--- src/rtl/cd_pkg.sv ---
// Shared colour-detector definitions: colour codes, the clear-phase filter code,
// voter FSM state encodings and the per-window tally record.
`timescale 1ns/1ps

package cd_pkg;

    localparam logic [1:0] FILTER_CLEAR = 2'b10;

    localparam logic [2:0] COLOR_NONE  = 3'd0;
    localparam logic [2:0] COLOR_RED   = 3'd1;
    localparam logic [2:0] COLOR_GREEN = 3'd2;
    localparam logic [2:0] COLOR_BLUE  = 3'd3;

    localparam logic ST_COLLECT = 1'b0;
    localparam logic ST_REPORT  = 1'b1;

    typedef struct packed {
        logic [3:0] red;
        logic [3:0] green;
        logic [3:0] blue;
    } tally_t;

    function automatic logic [7:0] sat_inc8(input logic [7:0] value);
        return (value == 8'hFF) ? value : value + 8'd1;
    endfunction

endpackage

--- src/rtl/cd_sample_strobe.sv ---
// Detects entry into the detector's clear phase (filter == 2'b10) and presents
// the colour code present on that same cycle as the raw sample.
`timescale 1ns/1ps

module cd_sample_strobe
    import cd_pkg::*;
(
    input  logic       clk_1MHz,
    input  logic       rst_n,
    input  logic [1:0] filter,
    input  logic [2:0] color,
    output logic       take,
    output logic [2:0] sample_color
);

    logic [1:0] prev_filter;

    // NOTE: resetting to the clear code means a filter already sitting at 2'b10
    // when reset releases is not mistaken for a fresh edge.
    always_ff @(posedge clk_1MHz or negedge rst_n) begin
        if (!rst_n) prev_filter <= FILTER_CLEAR;
        else        prev_filter <= filter;
    end

    assign take         = (filter == FILTER_CLEAR) && (prev_filter != FILTER_CLEAR);
    assign sample_color = color;

endmodule

--- src/rtl/cd_color_voter.sv ---
// Majority voter over VOTE_N raw colour detections with a valid/ready result port
// and saturating result tallies. Optional idle timeout: define CD_VOTE_TIMEOUT_EN.
`timescale 1ns/1ps

module cd_color_voter
    import cd_pkg::*;
#(
    parameter int VOTE_N      = 4,
    parameter int TIMEOUT_CYC = 20000
) (
    input  logic       clk_1MHz,
    input  logic       rst_n,
    input  logic [1:0] filter,
    input  logic [2:0] color,
    output logic [1:0] det_color,
    output logic       det_valid,
    input  logic       det_ready,
    output logic [7:0] red_cnt,
    output logic [7:0] green_cnt,
    output logic [7:0] blue_cnt,
    output logic       drop_flag,
    output logic       stale
);

    localparam logic [3:0] WINDOW = 4'(VOTE_N);
    localparam logic [3:0] HALF   = 4'(VOTE_N / 2);

    logic       take;
    logic [2:0] sample_color;
    logic       state;
    tally_t     tally, tally_nxt;
    logic [3:0] sample_cnt, cnt_nxt;
    logic       window_full;
    logic [2:0] winner;
    logic       handshake;
    logic       timeout_fire;

    cd_sample_strobe u_strobe (
        .clk_1MHz     (clk_1MHz),
        .rst_n        (rst_n),
        .filter       (filter),
        .color        (color),
        .take         (take),
        .sample_color (sample_color)
    );

    // Tallies as they would stand with the current sample credited; illegal and
    // "none" codes lengthen the window but favour no colour.
    always_comb begin
        tally_nxt = tally;
        case (sample_color)
            COLOR_RED:   tally_nxt.red   = tally.red   + 4'd1;
            COLOR_GREEN: tally_nxt.green = tally.green + 4'd1;
            COLOR_BLUE:  tally_nxt.blue  = tally.blue  + 4'd1;
            default:     ;
        endcase
        cnt_nxt     = sample_cnt + 4'd1;
        window_full = (cnt_nxt == WINDOW);
        if      (tally_nxt.red   > HALF) winner = COLOR_RED;
        else if (tally_nxt.green > HALF) winner = COLOR_GREEN;
        else if (tally_nxt.blue  > HALF) winner = COLOR_BLUE;
        else                             winner = COLOR_NONE;
    end

    assign handshake = det_valid && det_ready;

    // NOTE: all state below uses non-blocking assignments so every register
    // samples the pre-edge values regardless of statement order.
    always_ff @(posedge clk_1MHz or negedge rst_n) begin
        if (!rst_n) begin
            state      <= ST_COLLECT;
            tally      <= '0;
            sample_cnt <= '0;
            det_valid  <= 1'b0;
            det_color  <= 2'd0;
            red_cnt    <= 8'd0;
            green_cnt  <= 8'd0;
            blue_cnt   <= 8'd0;
            drop_flag  <= 1'b0;
        end else begin
            case (state)
                ST_COLLECT: begin
                    if (take) begin
                        if (window_full) begin
                            tally      <= '0;
                            sample_cnt <= '0;
                            if (winner != COLOR_NONE) begin
                                det_color <= winner[1:0];
                                det_valid <= 1'b1;
                                state     <= ST_REPORT;
                            end
                        end else begin
                            tally      <= tally_nxt;
                            sample_cnt <= cnt_nxt;
                        end
                    end else if (timeout_fire) begin
                        tally      <= '0;
                        sample_cnt <= '0;
                    end
                end
                default: begin
                    // Samples are never queued behind a pending result.
                    if (take) drop_flag <= 1'b1;
                    if (handshake) begin
                        case (det_color)
                            COLOR_RED[1:0]:   red_cnt   <= sat_inc8(red_cnt);
                            COLOR_GREEN[1:0]: green_cnt <= sat_inc8(green_cnt);
                            COLOR_BLUE[1:0]:  blue_cnt  <= sat_inc8(blue_cnt);
                            default:          ;
                        endcase
                        det_valid  <= 1'b0;
                        tally      <= '0;
                        sample_cnt <= '0;
                        state      <= ST_COLLECT;
                    end
                end
            endcase
        end
    end

`ifdef CD_VOTE_TIMEOUT_EN
    localparam int IDLE_W = $clog2(TIMEOUT_CYC + 1);

    logic [IDLE_W-1:0] idle_cnt;

    assign timeout_fire = (state == ST_COLLECT) && (sample_cnt != 4'd0) && !take &&
                          (idle_cnt == IDLE_W'(TIMEOUT_CYC - 1));

    always_ff @(posedge clk_1MHz or negedge rst_n) begin
        if (!rst_n) begin
            idle_cnt <= '0;
            stale    <= 1'b0;
        end else begin
            stale <= timeout_fire;
            if (state != ST_COLLECT || take || timeout_fire || sample_cnt == 4'd0)
                idle_cnt <= '0;
            else
                idle_cnt <= idle_cnt + 1'b1;
        end
    end
`else
    // Timeout length is meaningless without the idle counter.
    logic unused_timeout_cfg;
    assign unused_timeout_cfg = (TIMEOUT_CYC != 0);
    assign timeout_fire       = 1'b0;
    assign stale              = 1'b0;
`endif

endmodule
--- config.mk ---
export PLATFORM = sky130hd
export DESIGN_NAME = cd_color_voter
export DESIGN_NICKNAME = d
export VERILOG_FILES = /design/src/rtl/cd_pkg.sv /design/src/rtl/cd_sample_strobe.sv /design/src/rtl/cd_color_voter.sv
export SDC_FILE = /design/constraint.sdc
export NUM_CORES = 1
export LEC_CHECK = 0
export ABC_AREA = 1
export ABC_CLOCK_PERIOD_IN_PS = 2200
export CAP_MARGIN = 15
export CORE_MARGIN = 2
export CORE_UTILIZATION = 54
export DETAILED_ROUTE_END_ITERATION = 16
export PLACE_DENSITY = 0.79
export SLEW_MARGIN = 20
export SYNTH_ARGS = -nofsm -noshare
export SYNTH_HDL_FRONTEND = slang
export SYNTH_SLANG_ARGS = --single-unit
--- constraint.sdc ---
create_clock -name clk_1MHz -period 2.2 [get_ports clk_1MHz]
set_input_delay 0.22 -clock clk_1MHz [delete_from_list [all_inputs] [get_ports clk_1MHz]]
set_output_delay 0.22 -clock clk_1MHz [all_outputs]
set_load 0.01 [all_outputs]
==> metrics.csv <==
stage;metric;value;unit
run_status;status;complete, no violations;
finish;number of inserted filler cells in the final layout;368;
sta;total negative slack for setup checks;0;ns
placed_design;Post-DP HPWL;3.409;mm
setup_path;timing startpoint of the critical path;u_strobe.prev_filter[1];
global_route;global-route wire length before repair;8.197;mm
die;effective utilization at floorplan;57.17;%
global_route;number of antenna violations at the first check in global routing;0;
detailed_routing;ratio of routed vias to standard cells;5.128;
sta;setup repair after global routing missed its margin;false;
setup_path;critical-path maximum fanout;18;
synth;post-synth top area cell;sky130_fd_sc_hd__dfrtp_1;
finish;fraction of layout cells with a size suffix above 1;10.32;%
sta;Max Clock Skew;0.01325;ns
global_route;number of global-route vias before repair;1966;
finish;Synth-to-Final Area Change;19.73;%
setup_path;Critical Path Source Type;flop;
synth;share of the yosys chip area belonging to registers;46.65;%
synth;count of yosys warnings during synthesis;0;
clock_tree;CTS tree;built;
pwr;Pwr Total;2.389;mW
sta;worst max-slew margin expressed relative to the limit;61.08;%
synth;number of library cell types mapped by synthesis;31;
die;Die ar.;5236;µm²
global_route;pin count of the biggest net entering global routing;48;
setup_path;critical path data arrival time;1.86;ns
global_route;remaining global-route overflow;0;
detailed_routing;count of vias placed by the detailed router;2005;
job;maximum capacitance violations;0;
sta;time the worst path needs with I/O delays and setup;1.693;ns
sta;peak clock frequency supported by timing;590.8;MHz
sta;number of failing hold endpoints at the final stage;0;
clock_tree;master cell of the clock root buffer;sky130_fd_sc_hd__clkbuf_8;
finish;ANT cells;0;
sta;final max-slew violation count;0;
clock_tree;Clk pin slew, worst setup/hold paths;0.08;ns
synth;synthesized netlist cell count;297;
setup_path;Worst setup EP type;flop;
detailed_routing;DRT iter0 DRCs;40;
finish;commonest non-fill, non-tap cell in the layout;sky130_fd_sc_hd__nand2_1;
clock_tree;Max Root-Sink Buffers;2;
finish;nets@finish;354;
synth;post-synthesis instance area;2524;µm²
detailed_routing;DR WL/cell;11.76;µm
setup_path;reg-to-reg slack, setup;0.51;ns
pwr;leak pwr;1.556;nW
setup_path;required time at the worst-slack endpoint;2.37;ns
sta;period utilization;76.94;%
detailed_routing;Post-route DRC;0;
clock_tree;insertion delay to the later sink of the worst-skew pair;0.30;ns
synth;Synth Area per Inst;8.497;µm²
sta;actual slew at the worst max-slew pin;0.5838;ns
setup_path;count of cells along the worst register-to-register path;7;
clock_tree;number of post-CTS setup repair buffers;0;
clock_tree;total CTS buffers;5;
pwr;Power Dens Cells;790.6;nW/µm²
setup_path;worst setup path class;flop to flop;
global_route;total routing usage reported by global routing;19.85;%
sta;Setup Viol. Count Final;0;
detailed_routing;routed wire length;4.597;mm
setup_path;Reg-to-Reg End;tally[3];
setup_path;startpoint of the worst register-to-register path;u_strobe.prev_filter[1];
placed_design;GPL Wtd Cong;0.8644;
synth;number of nets produced by synthesis;313;
synth;flop and latch count out of synthesis;47;
die;standard cell core area;4414;µm²
setup_path;Critical path destination;tally[3];
clock_tree;Sink Count;47;
clock_tree;number of gates resized after cts;0;
die;chip height;72.36;µm
clock_tree;H-tree levels;2;
synth;Yosys top cell area share;45.61;%
synth;top area cells in the synthesized netlist;sky130_fd_sc_hd__dfrtp_1 46%, sky130_fd_sc_hd__nand2_1 12%, sky130_fd_sc_hd__xor2_1 5.9%;
hold_path;HP Class;input port to async pin;
die;count of standard-cell rows;24;
placed_design;I/O Buffers;35;
die;die width;72.36;µm
detailed_routing;number of nets with antenna violations after routing;0;
finish;most used cells in the layout excluding fill and tap cells;79 x sky130_fd_sc_hd__nand2_1, 46 x sky130_fd_sc_hd__dfrtp_1, 34 x sky130_fd_sc_hd__clkdlybuf4s50_1;
detailed_routing;number of iterations in the first detailed-routing pass;4;
clock_tree;cts-stage hold buffer count;0;
pwr;largest voltage drop on the vdd net;598.0;µV
die;num ports;37;
state kept, by name, summed over array words and instances, names as in the netlist:
name                  flops
state                     1
green_cnt                 8
drop_flag                 1
tally                    12
u_strobe.prev_filter      2
det_valid                 1
blue_cnt                  8
det_color                 2
sample_cnt                4
red_cnt                   8
critical path, stage by stage (launching register included):
cell and delay, ns:
sky130_fd_sc_hd__dfstp_2 0.52, sky130_fd_sc_hd__inv_1 0.03, sky130_fd_sc_hd__o211ai_1 0.20, sky130_fd_sc_hd__nor2_1 0.12, sky130_fd_sc_hd__nor2_1 0.28, sky130_fd_sc_hd__inv_2 0.21
sky130_fd_sc_hd__nand3_1 0.12, sky130_fd_sc_hd__o21ai_0 0.09
layout make-up:
type / instances / area [µm²] / share of cell area (%)
inverter: 39 / 146.4 / 4.845
timing repair buffer: 38 / 367.9 / 12.17
sequential: 47 / 1177 / 38.96
tap: 52 / 65.06 / 2.153
clock inverter: 2 / 13.76 / 0.4555
clock buffer: 6 / 72.57 / 2.402
multi-input combinational: 207 / 1179 / 39.01
per-stage QoR:
step / util (%) / hold WS [ns] / setup WS, ns / instance area (µm²) / std cells
2_1_floorplan: - / -0.07559 / 0.6772 / 2524 / 297
3_3_place_gp: 66.50 / 0.3475 / 0.3587 / 2935 / 383
3_5_place_dp: 66.50 / 0.3447 / 0.3243 / 2935 / 383
4_1_cts: 68.45 / 0.01637 / 0.4926 / 3022 / 391
5_1_grt: 68.45 / 0.05785 / 0.2970 / 3022 / 391
6_report: 68.45 / 0.001712 / 0.5074 / 3022 / 391
routing by layer:
layer	part of all wire, %	routed length [µm]	track usage [%]	vias to the layer above
met5	0	0	0	-
li1	-	-	-	1046
met4	1.9	87	9.644	0
met3	2.8	131	3.472	9
met1	47	2141	24.46	921
met2	49	2238	33.64	29
cell usage after synthesis (all sizes together):
| cell | n |
|---|---|
| clkinv | 1 |
| conb | 1 |
| clkbuf | 1 |
| dfrtp | 46 |
| o21bai | 1 |
| o31ai | 2 |
| dfstp | 1 |
| ha | 8 |
| a21boi | 1 |
| nor3 | 6 |
| a22o | 1 |
| nand2 | 82 |
| xnor2 | 7 |
| nor2 | 20 |
| o21ai | 11 |
| inv | 38 |
| a21oi | 1 |
| nand4 | 12 |
| buf | 3 |
| nor4 | 2 |
| nand3 | 28 |
| mux2 | 6 |
| o211ai | 1 |
| xor2 | 17 |
kinds of logic after synthesis:
group	after synthesis	synth area share, %
compound gates	18	4.214
mux	6	2.677
xor+xnor	24	8.329
flops	47	46.65
other cells	1	0.1486
buf+inv	43	6.643
simple gates	150	27.37
fa+ha+maj	8	3.966
report_power, final:
group          internal (mW)  total [mW]  switching (mW)  leakage (nW)
Sequential              1.02        1.17           0.159         0.622
Combinational          0.295       0.708           0.412         0.889
Clock                  0.224       0.507           0.283        0.0452
Total                   1.53        2.39           0.854          1.56
worst min-delay path by stage:
stage               depth (start not counted)  startpoint  slack [ns]                 endpoint
finish                                      2       rst_n       0.002            sample_cnt[1]
floorplan                                   0       rst_n       -0.08              blue_cnt[0]
global placement                            2       rst_n        0.35                 tally[1]
global route                                2       rst_n        0.06  u_strobe.prev_filter[0]
CTS                                         2       rst_n        0.02             det_color[0]
detailed placement                          2       rst_n        0.34                 tally[0]
(Power assumes the default switching activity.)
